<file path="config.mk">
export PLATFORM = sky130hd
export DESIGN_NAME = video_timing_ctrl
export DESIGN_NICKNAME = d
export VERILOG_FILES = /design/src/rtl/video_timing_ctrl.sv
export SDC_FILE = /design/constraint.sdc
export NUM_CORES = 1
export LEC_CHECK = 0
export ABC_AREA = 0
export ABC_CLOCK_PERIOD_IN_PS = 4700
export CORE_ASPECT_RATIO = 2
export CORE_UTILIZATION = 35
export CTS_CLUSTER_SIZE = 16
export DETAILED_ROUTE_END_ITERATION = 10
export GPL_TIMING_DRIVEN = 0
export PLACE_DENSITY = 0.55
export SKIP_CTS_REPAIR_TIMING = 1
export SYNTH_ARGS = -nofsm -noshare
export SYNTH_HDL_FRONTEND = slang
export SYNTH_SLANG_ARGS = --single-unit
export TNS_END_PERCENT = 1
</file>
<file path="constraint.sdc">
create_clock -name clk -period 4.7 [get_ports clk]
set_input_delay 0.47 -clock clk [delete_from_list [all_inputs] [get_ports clk]]
set_output_delay 0.47 -clock clk [all_outputs]
set_load 0.03 [all_outputs]
</file>
<file path="src/rtl/video_timing_ctrl.sv">
// Raster timing generator for the TMDS transmit path: counts pixels/lines and
// emits registered de, syncs, control codes and coordinates.
`timescale 1ns/1ps
module video_timing_ctrl #(
    parameter int unsigned H_ACTIVE = 640,
    parameter int unsigned H_FP     = 16,
    parameter int unsigned H_SYNC   = 96,
    parameter int unsigned H_BP     = 48,
    parameter int unsigned V_ACTIVE = 480,
    parameter int unsigned V_FP     = 10,
    parameter int unsigned V_SYNC   = 2,
    parameter int unsigned V_BP     = 33,
    parameter bit          HS_POL   = 1'b0,
    parameter bit          VS_POL   = 1'b0,
    parameter int unsigned CW       = 12
) (
    input  logic          clk,
    input  logic          rst,
    input  logic          en,
    output logic          de,
    output logic          hsync,
    output logic          vsync,
    output logic [1:0]    ctl_b,
    output logic [1:0]    ctl_g,
    output logic [1:0]    ctl_r,
    output logic [CW-1:0] x,
    output logic [CW-1:0] y,
    output logic          line_start,
    output logic          frame_start,
    output logic          busy
);

    localparam int unsigned H_TOTAL = H_ACTIVE + H_FP + H_SYNC + H_BP;
    localparam int unsigned V_TOTAL = V_ACTIVE + V_FP + V_SYNC + V_BP;

    localparam logic [CW-1:0] H_LAST   = CW'(H_TOTAL - 1);
    localparam logic [CW-1:0] V_LAST   = CW'(V_TOTAL - 1);
    localparam logic [CW-1:0] H_ACT    = CW'(H_ACTIVE);
    localparam logic [CW-1:0] V_ACT    = CW'(V_ACTIVE);
    localparam logic [CW-1:0] HS_START = CW'(H_ACTIVE + H_FP);
    localparam logic [CW-1:0] HS_END   = CW'(H_ACTIVE + H_FP + H_SYNC);
    localparam logic [CW-1:0] VS_START = CW'(V_ACTIVE + V_FP);
    localparam logic [CW-1:0] VS_END   = CW'(V_ACTIVE + V_FP + V_SYNC);

    typedef enum logic [1:0] {
        IDLE,
        RUN,
        DRAIN
    } state_t;

    state_t        state, state_nxt;
    logic [CW-1:0] h_cnt, v_cnt, h_nxt, v_nxt;
    logic          h_wrap, frame_wrap, running;

    assign h_wrap     = (h_cnt == H_LAST);
    assign frame_wrap = h_wrap && (v_cnt == V_LAST);
    assign running    = (state != IDLE);

    // The stop/continue decision is taken only at the frame wrap, so DRAIN
    // and RUN count identically and en can flip freely mid-frame.
    always_comb begin
        state_nxt = state;
        h_nxt     = h_cnt;
        v_nxt     = v_cnt;
        case (state)
            IDLE: begin
                h_nxt = '0;
                v_nxt = '0;
                if (en) state_nxt = RUN;
            end
            RUN, DRAIN: begin
                h_nxt = h_wrap ? '0 : h_cnt + 1'b1;
                if (h_wrap) v_nxt = (v_cnt == V_LAST) ? '0 : v_cnt + 1'b1;
                if (frame_wrap) state_nxt = en ? RUN : IDLE;
                else            state_nxt = en ? RUN : DRAIN;
            end
            default: begin
                state_nxt = IDLE;
                h_nxt     = '0;
                v_nxt     = '0;
            end
        endcase
    end

    always_ff @(posedge clk) begin
        if (rst) begin
            state <= IDLE;
            h_cnt <= '0;
            v_cnt <= '0;
        end else begin
            state <= state_nxt;
            h_cnt <= h_nxt;
            v_cnt <= v_nxt;
        end
    end

    always_ff @(posedge clk) begin
        if (rst) begin
            de          <= 1'b0;
            hsync       <= ~HS_POL;
            vsync       <= ~VS_POL;
            x           <= '0;
            y           <= '0;
            line_start  <= 1'b0;
            frame_start <= 1'b0;
            busy        <= 1'b0;
        end else begin
            busy        <= running;
            de          <= running && (h_cnt < H_ACT) && (v_cnt < V_ACT);
            hsync       <= (running && h_cnt >= HS_START && h_cnt < HS_END) ? HS_POL : ~HS_POL;
            vsync       <= (running && v_cnt >= VS_START && v_cnt < VS_END) ? VS_POL : ~VS_POL;
            x           <= h_cnt;
            y           <= v_cnt;
            line_start  <= running && (h_cnt == '0);
            frame_start <= running && (h_cnt == '0) && (v_cnt == '0);
        end
    end

    assign ctl_b = {vsync, hsync};
    assign ctl_g = 2'b00;
    assign ctl_r = 2'b00;

endmodule
</file>
# After elaboration in Yosys (flattened, before gate mapping)
# Cells that the tools add are included.
[word_totals] ff_bits=56 output_inout_bits=36 word_cells=49
[classes] addsub=2 magnitude_cmp=6 eq_ne=5 muxes=8 bitwise_logic=1 n_reduce_logical=16
[op_table] cell="$add 12x1->12 const B" count=2
[op_table] cell="$eq 12x10->1 const B" count=2
[op_table] cell="$logic_not 12->1" count=2
[op_table] cell="$lt 12x10->1 const B" count=2
[op_table] cell="$lt 12x9->1 const B" count=2
[op_table] cell="$ge 12x10->1 const B" count=1
[op_table] cell="$ge 12x9->1 const B" count=1
[op_table] cell="$mux 12" count=1
[op_table] cell="$logic_and 1x1->1" count=9
[op_table] cell="$mux 2" count=3
[op_table] cell="$pmux 2 s2" count=1
[op_table] cell="$reduce_or 2->1" count=2
[op_table] cell="$mux 1" count=3
[op_table] cell="$reduce_or 3->1" count=1
[op_table] cell="$eq 2x1->1 const B" count=1
[op_table] cell="$eq 2x2->1 const B" count=1
[op_table] cell="$logic_not 2->1" count=1
[op_table] cell="$ne 2x2->1 const B" count=1
[op_table] cell="$reduce_bool 2->1" count=1
[op_table] cell="$not 1->1" count=1

# Depth between registers and ports, before layout
# Gate-level depths: netlist (run 1).
[depth] ltp_word=4 ltp_mapped=7 ltp_nobuf=6

# Worst setup path before layout (run 1)
# No wires, ideal clock.
[synth_timing] path_type="flip-flop to flip-flop" from="register h_cnt[0]" to="register v_cnt[7]" setup_ns=0.130 t_arrival_ns=1.437 required_time_ns=4.570 slack_ns=3.134 path_stages_with_launch=8 path_buffers=2 synth_period_minus_slack_ns=1.566 path_cell_list="dfxtp_1 ha_1 and4_1 buf_4 nand3_1 o21ai_2 buf_4 a21oi_1"
[synth_between] elab_chain_cells=1
[synth_lines] item="start, declared" line_no="52" text="logic [CW-1:0] h_cnt, v_cnt, h_nxt, v_nxt;"
[synth_lines] item="start signal, assigned" line_no="92" text="h_cnt <= h_nxt;"
[synth_lines] item="$eq 12x10->1" line_no="55" text="assign h_wrap = (h_cnt == H_LAST);"
[synth_lines] item="end signal, assigned" line_no="93" text="v_cnt <= v_nxt;"
[synth_lines] item="end, declared" line_no="52"
# No other way between the ends.
# A chain may end at the register's enable or synchronous reset.

# Final worst setup path (run 1)
[layout_timing] from="register hsync" to="output ctl_b[0]"
[layout_lines] item="start, declared" line_no="21" text="output logic hsync,"
[layout_lines] item="start signal, assigned" line_no="100" text="hsync <= ~HS_POL;"
[layout_lines] item="start signal, assigned" line_no="110" text="hsync <= (running && h_cnt >= HS_START && h_cnt < HS_END) ? HS_POL : ~HS_POL;"
[layout_lines] item="end, declared" line_no="23" text="output logic [1:0] ctl_b,"
# No word-level cell between the ends.

==> flow_summary.json, run 1 <==
{
  "synth.most_common_cell": "dfxtp_1",
  "diodes": 0,
  "finalInstanceArea_um2": 2880,
  "ys_warn_count": 0,
  "rr_endpoint": "v_cnt[7]",
  "relSlewSlack_pct": 66.6,
  "synth-compound-area-share_pct": 5.89,
  "drc": 0,
  "period_share_pct": 39.2,
  "cts_buffer_depth": 2,
  "die_w_um": 59.0,
  "gp_congestion": 0.808,
  "antenna_left": 0,
  "initial_core_util_pct": 36.0,
  "power.density_nw_per_um2": 316,
  "finalClockSkew_ns": 0.00679,
  "num_io_pins": 39,
  "drv_slew": 0,
  "synth_area_um2": 2270,
  "dp_hpwl_um": 3760,
  "gr-usage-all-layers_pct": 16.1,
  "crit_end": "ctl_b[0]",
  "setup-tns-final_ns": 0,
  "setup_viol": 0,
  "ys_seq_area_share_pct": 49.3,
  "rsz0062_at_grt": "false",
  "hold_depth": 1,
  "wl_um": 4890,
  "vias": 1766,
  "vdd_ir_drop_max_uv": 202,
  "cts_root_buf": "clkbuf_16",
  "vias_per_cell": 4.77,
  "ys_types": 44,
  "leakagePower_nw": 1.02,
  "antenna_found_initial": 0,
  "crit_type": "flop to primary output",
  "clock_latency_ns": 0.30,
  "placed_cell_area_um2": 2730,
  "h-tree-depth": 2,
  "drt_first_pass_iters": 4,
  "yosysTopAreaCell": "dfxtp_1",
  "yosysTopAreaCellShare_pct": 49.3,
  "synthTopCellsByArea": "dfxtp_1 (49%), nor2b_1 (5.2%), nor2_1 (4.3%)",
  "path_clk_slew_ns": 0.07,
  "yosys_register_bits": 56,
  "maxCapViolations": 0,
  "synth_edf_count": 0,
  "nets": 292,
  "ys_async_sr_fraction_pct": 0,
  "dieArea_um2": 6840,
  "crit_path_end_kind": "primary output",
  "netlist_instances": 239,
  "cp.required_ns": 4.23,
  "power.total_mw": 0.909,
  "numCtsBuffers": 5,
  "area_delta_synth_final_pct": 26.7,
  "drive_above_1_share_pct": 9.51,
  "synth_top_family_by_area": "simple AND/OR/NAND/NOR gates",
  "synthFlopType": "dfxtp_1",
  "finalWorstPathRequiredPeriod_ns": 1.84,
  "coreArea_um2": 6310,
  "first_iter_violations": 26,
  "synthXorXnorAreaFrac_pct": 5.01,
  "clock_sinks": 56,
  "grt_pass1_vias": 1720,
  "synthTopCellsByCount": "dfxtp_1 (56), nor2_1 (26), nor2b_1 (19), nand2_1 (11), nand3_1 (11)",
  "cts_tree": "yes",
  "num_rows": 41,
  "grt_max_degree": 16,
  "synthMuxAreaShare_pct": 0,
  "status": "complete, no violations",
  "r2r_cells": 7,
  "fill_cells": 670,
  "setup_slack_ns": 2.86,
  "grt_pass1_wl_um": 8080,
  "avgRoutedWirePerCell_um": 13.2,
  "yosys.area_share.simple_pct": 30.2,
  "synthAdderAreaFrac_pct": 3.30,
  "critPathLaunchType": "flop",
  "cp_max_fo": 2,
  "dp_slack_ns": 2.58,
  "avgSynthCellArea_um2": 9.51,
  "fmax_mhz": 543,
  "die_h_um": 116,
  "worstMarginPinSlew_ns": 0.500,
  "arrival_ns": 1.37,
  "r2r_start": "h_cnt[0]",
  "io_buffer_count": 34,
  "finalHoldViolCount": 0,
  "overflow": 0,
  "rrSetupSlack_ns": 2.89,
  "hold_path_class": "flop to flop",
  "cp-startpoint": "hsync"
}
-- per-layer routing --
metal | track usage, % | vias up | routed length, um
met5 | 0 | - | 0
li1 | - | 889 | -
met3 | 3.13 | 12 | 122
met2 | 32.0 | 32 | 2890
met1 | 14.2 | 833 | 1710
met4 | 9.21 | 0 | 175
-- sequential cells by signal, indices dropped and copies added, names as in the netlist --
register,flops
de,1
y,12
state,2
busy,1
frame_start,1
vsync,1
hsync,1
h_cnt,12
v_cnt,12
x,12
line_start,1
-- critical path, cell delays in order (launching register included) --
cell and delay, ns:
dfxtp_1 0.33, buf_4 0.10, clkdlybuf4s50_1 0.66
-- report_power, final --
part | total, mW | switching, mW | internal, mW
sequential | 0.483 | 0.00308 | 0.480
combinational | 0.0528 | 0.0333 | 0.0195
clock | 0.373 | 0.160 | 0.213
-- kinds of logic after synthesis --
| kind of cell | Yosys count |
|---|---|
| DFF | 56 |
| buffers and inverters | 25 |
| AOI/OAI and AO/OA | 22 |
| and+or+nand+nor | 116 |
| xor gates and xnor gates | 13 |
| other | 1 |
| adders and majority gates | 6 |
-- area by class of cell --
class                      instances  area, um^2  area share [%]
inverter                           9        33.8            1.17
multi-input combinational        161        1020            35.6
buffer                            16         105            3.65
sequential                        56        1120            39.0
clock buffer                       8         146            5.09
timing repair buffer              34         340            11.8
tap                               86         108            3.74
-- stage by stage --
step                      std cells  utilization [%]  hold slack [ns]
final                           370             45.6            0.487
after floorplan                 242                -            0.441
after CTS                       370             45.6            0.494
after global placement          362             43.3            0.464
after global routing            370             45.6            0.511
after detailed placement        362             43.3            0.478
-- worst min-delay path by stage --
stage	startpoint	to	slack, ns
global route	h_cnt[0]	h_cnt[0]	0.51
detailed placement	h_cnt[0]	h_cnt[0]	0.48
CTS	h_cnt[0]	h_cnt[0]	0.49
global placement	h_cnt[0]	h_cnt[0]	0.46
floorplan	h_cnt[0]	h_cnt[0]	0.44
finish	h_cnt[0]	h_cnt[0]	0.49
-- layout by cell type, fill, tap and decap left out, types with 8 or more instances in the layout --
cell type / Yosys / layout
dfxtp_1: 56 / 56
nor2b_1: 19 / 19
nand2_1: 11 / 11
buf_4: 9 / 9
clkdlybuf4s50_1: 0 / 34
nand3_1: 11 / 11
nand4_1: 8 / 8
a21oi_1: 9 / 9
inv_1: 9 / 9
nor2_1: 26 / 26
No activity file was read; power rests on OpenSTA's default activity.
==> run 2, diff against run 1 <==
- ABC_CLOCK_PERIOD_IN_PS: 4700 -> 1700
- clock period: 4.7 -> 1.7 ns (I/O delays scaled with it)
==> flow_summary.json, run 2 (synthesis results as in run 1) <==
{
  "avgRoutedWirePerCell_um": 13.2,
  "path_clk_slew_ns": 0.07,
  "drc": 0,
  "utilization_pct": 46.2,
  "grt_max_degree": 16,
  "vias": 1761,
  "coreArea_um2": 6310,
  "clock_latency_ns": 0.30,
  "vdd_ir_drop_max_uv": 568,
  "h-tree-depth": 2,
  "finalHoldViolCount": 0,
  "stdcell_count": 371,
  "initial_core_util_pct": 36.0,
  "gr-usage-all-layers_pct": 16.1,
  "dieArea_um2": 6840,
  "nets": 293,
  "area_delta_synth_final_pct": 28.3,
  "antenna_found_initial": 0,
  "num_rows": 41,
  "crit_family": "simple AND/OR/NAND/NOR gates",
  "diodes": 0,
  "multiInputGateArea_um2": 1040,
  "final_common_cell": "dfxtp_1",
  "die_w_um": 59.0,
  "met1_usage_pct": 14.2,
  "first_iter_violations": 21,
  "power.density_nw_per_um2": 865,
  "layout_common_cells": "dfxtp_1 (53), clkdlybuf4s50_1 (34), nor2_1 (26)",
  "finalWorstPathRequiredPeriod_ns": 1.64,
  "maxCapViolations": 0,
  "arrival_ns": 1.87,
  "power.total_mw": 2.52,
  "wl_um": 4890,
  "antenna_left": 0,
  "rsz0062_at_grt": "true",
  "drt_first_pass_iters": 4,
  "grt_pass1_vias": 1720,
  "io_buffer_count": 34,
  "clock_sinks": 56,
  "cp_max_fo": 6,
  "cts_buffer_depth": 2,
  "period_share_pct": 96.7,
  "gp_congestion": 0.808,
  "cts_tree": "yes",
  "fill_cells": 661,
  "drive_above_1_share_pct": 12.6,
  "max_stage_delay_ns": 0.43,
  "drv_slew": 0,
  "fmax_mhz": 609,
  "worstPathCellList": "ha_1 -> and4_1 -> nand4_4 -> or3_1 -> a21oi_1",
  "numCtsBuffers": 5,
  "cts_root_buf": "clkbuf_16",
  "dp_hpwl_um": 3760,
  "die_h_um": 116,
  "num_io_pins": 39,
  "cp.required_ns": 1.92,
  "vias_per_cell": 4.75,
  "overflow": 0,
  "cpMaxStageDelayCell": "dfxtp_1",
  "grt.busiest_layer": "met2",
  "use_met2_pct": 32.0,
  "grt_pass1_wl_um": 8080,
  "finalClockSkew_ns": 0.00664,
  "post-place-cells": 362,
  "crit_path_end_kind": "flop",
  "met3_usage_pct": 3.13,
  "area.sequential_um2": 1120,
  "crit_type": "flop to flop",
  "leakagePower_nw": 1.02,
  "hold_path_class": "flop to flop",
  "setup_viol": 0,
  "crit_buf_inv": 0,
  "critPathLaunchType": "flop",
  "status": "complete, no violations"
}
run 2: cell count changes in the layout (fill, tap and decap cells not counted), moves of 2 or more:
cell | previous run | this run
buf_6 | 1 | 3
inv_2 | 0 | 2
dfxtp_2 | 0 | 3
inv_1 | 9 | 7
dfxtp_1 | 56 | 53
run 2: power breakdown:
part | internal, mW | switching [mW] | total (mW)
Combinational | 0.0582 | 0.0930 | 0.151
Clock | 0.589 | 0.445 | 1.03
Sequential | 1.33 | 0.00865 | 1.34
run 2: routing by layer:
metal	vias up	routed length [um]
met2	25	2870
met1	835	1730
met4	0	174
met5	-	0
met3	12	105
li1	889	-
run 2: stage by stage:
stage	hold slack [ns]	setup WS, ns	area [um^2]	TNS [ns]
after global placement	0.464	-0.136	2730	-3.27
after global routing	0.468	-0.0654	2920	-0.493
after detailed placement	0.478	-0.133	2730	-2.94
after floorplan	0.248	0.134	2280	0
after CTS	0.494	-0.144	2880	-2.20
final	0.454	0.0567	2920	0
run 2: area by class of cell:
class                      count  share of cell area [%]
buffer                        16                    3.86
clock buffer                   8                    5.02
inverter                       9                    1.16
multi-input combinational    161                    35.8
sequential                    56                    38.6
tap                           86                    3.69
timing repair buffer          35                    11.9
run 2: path summary, 6_finish.rpt:
check / startpoint / endpoint / slack [ns] / cells past startpoint
worst max register to register: v_cnt[1] / v_cnt[8] / 0.06 / 5
worst max-delay path: v_cnt[1] / v_cnt[8] / 0.06 / 5
worst min-delay path: h_cnt[0] / h_cnt[0] / 0.45 / 1
worst min register to register: h_cnt[0] / h_cnt[0] / 0.45 / 1
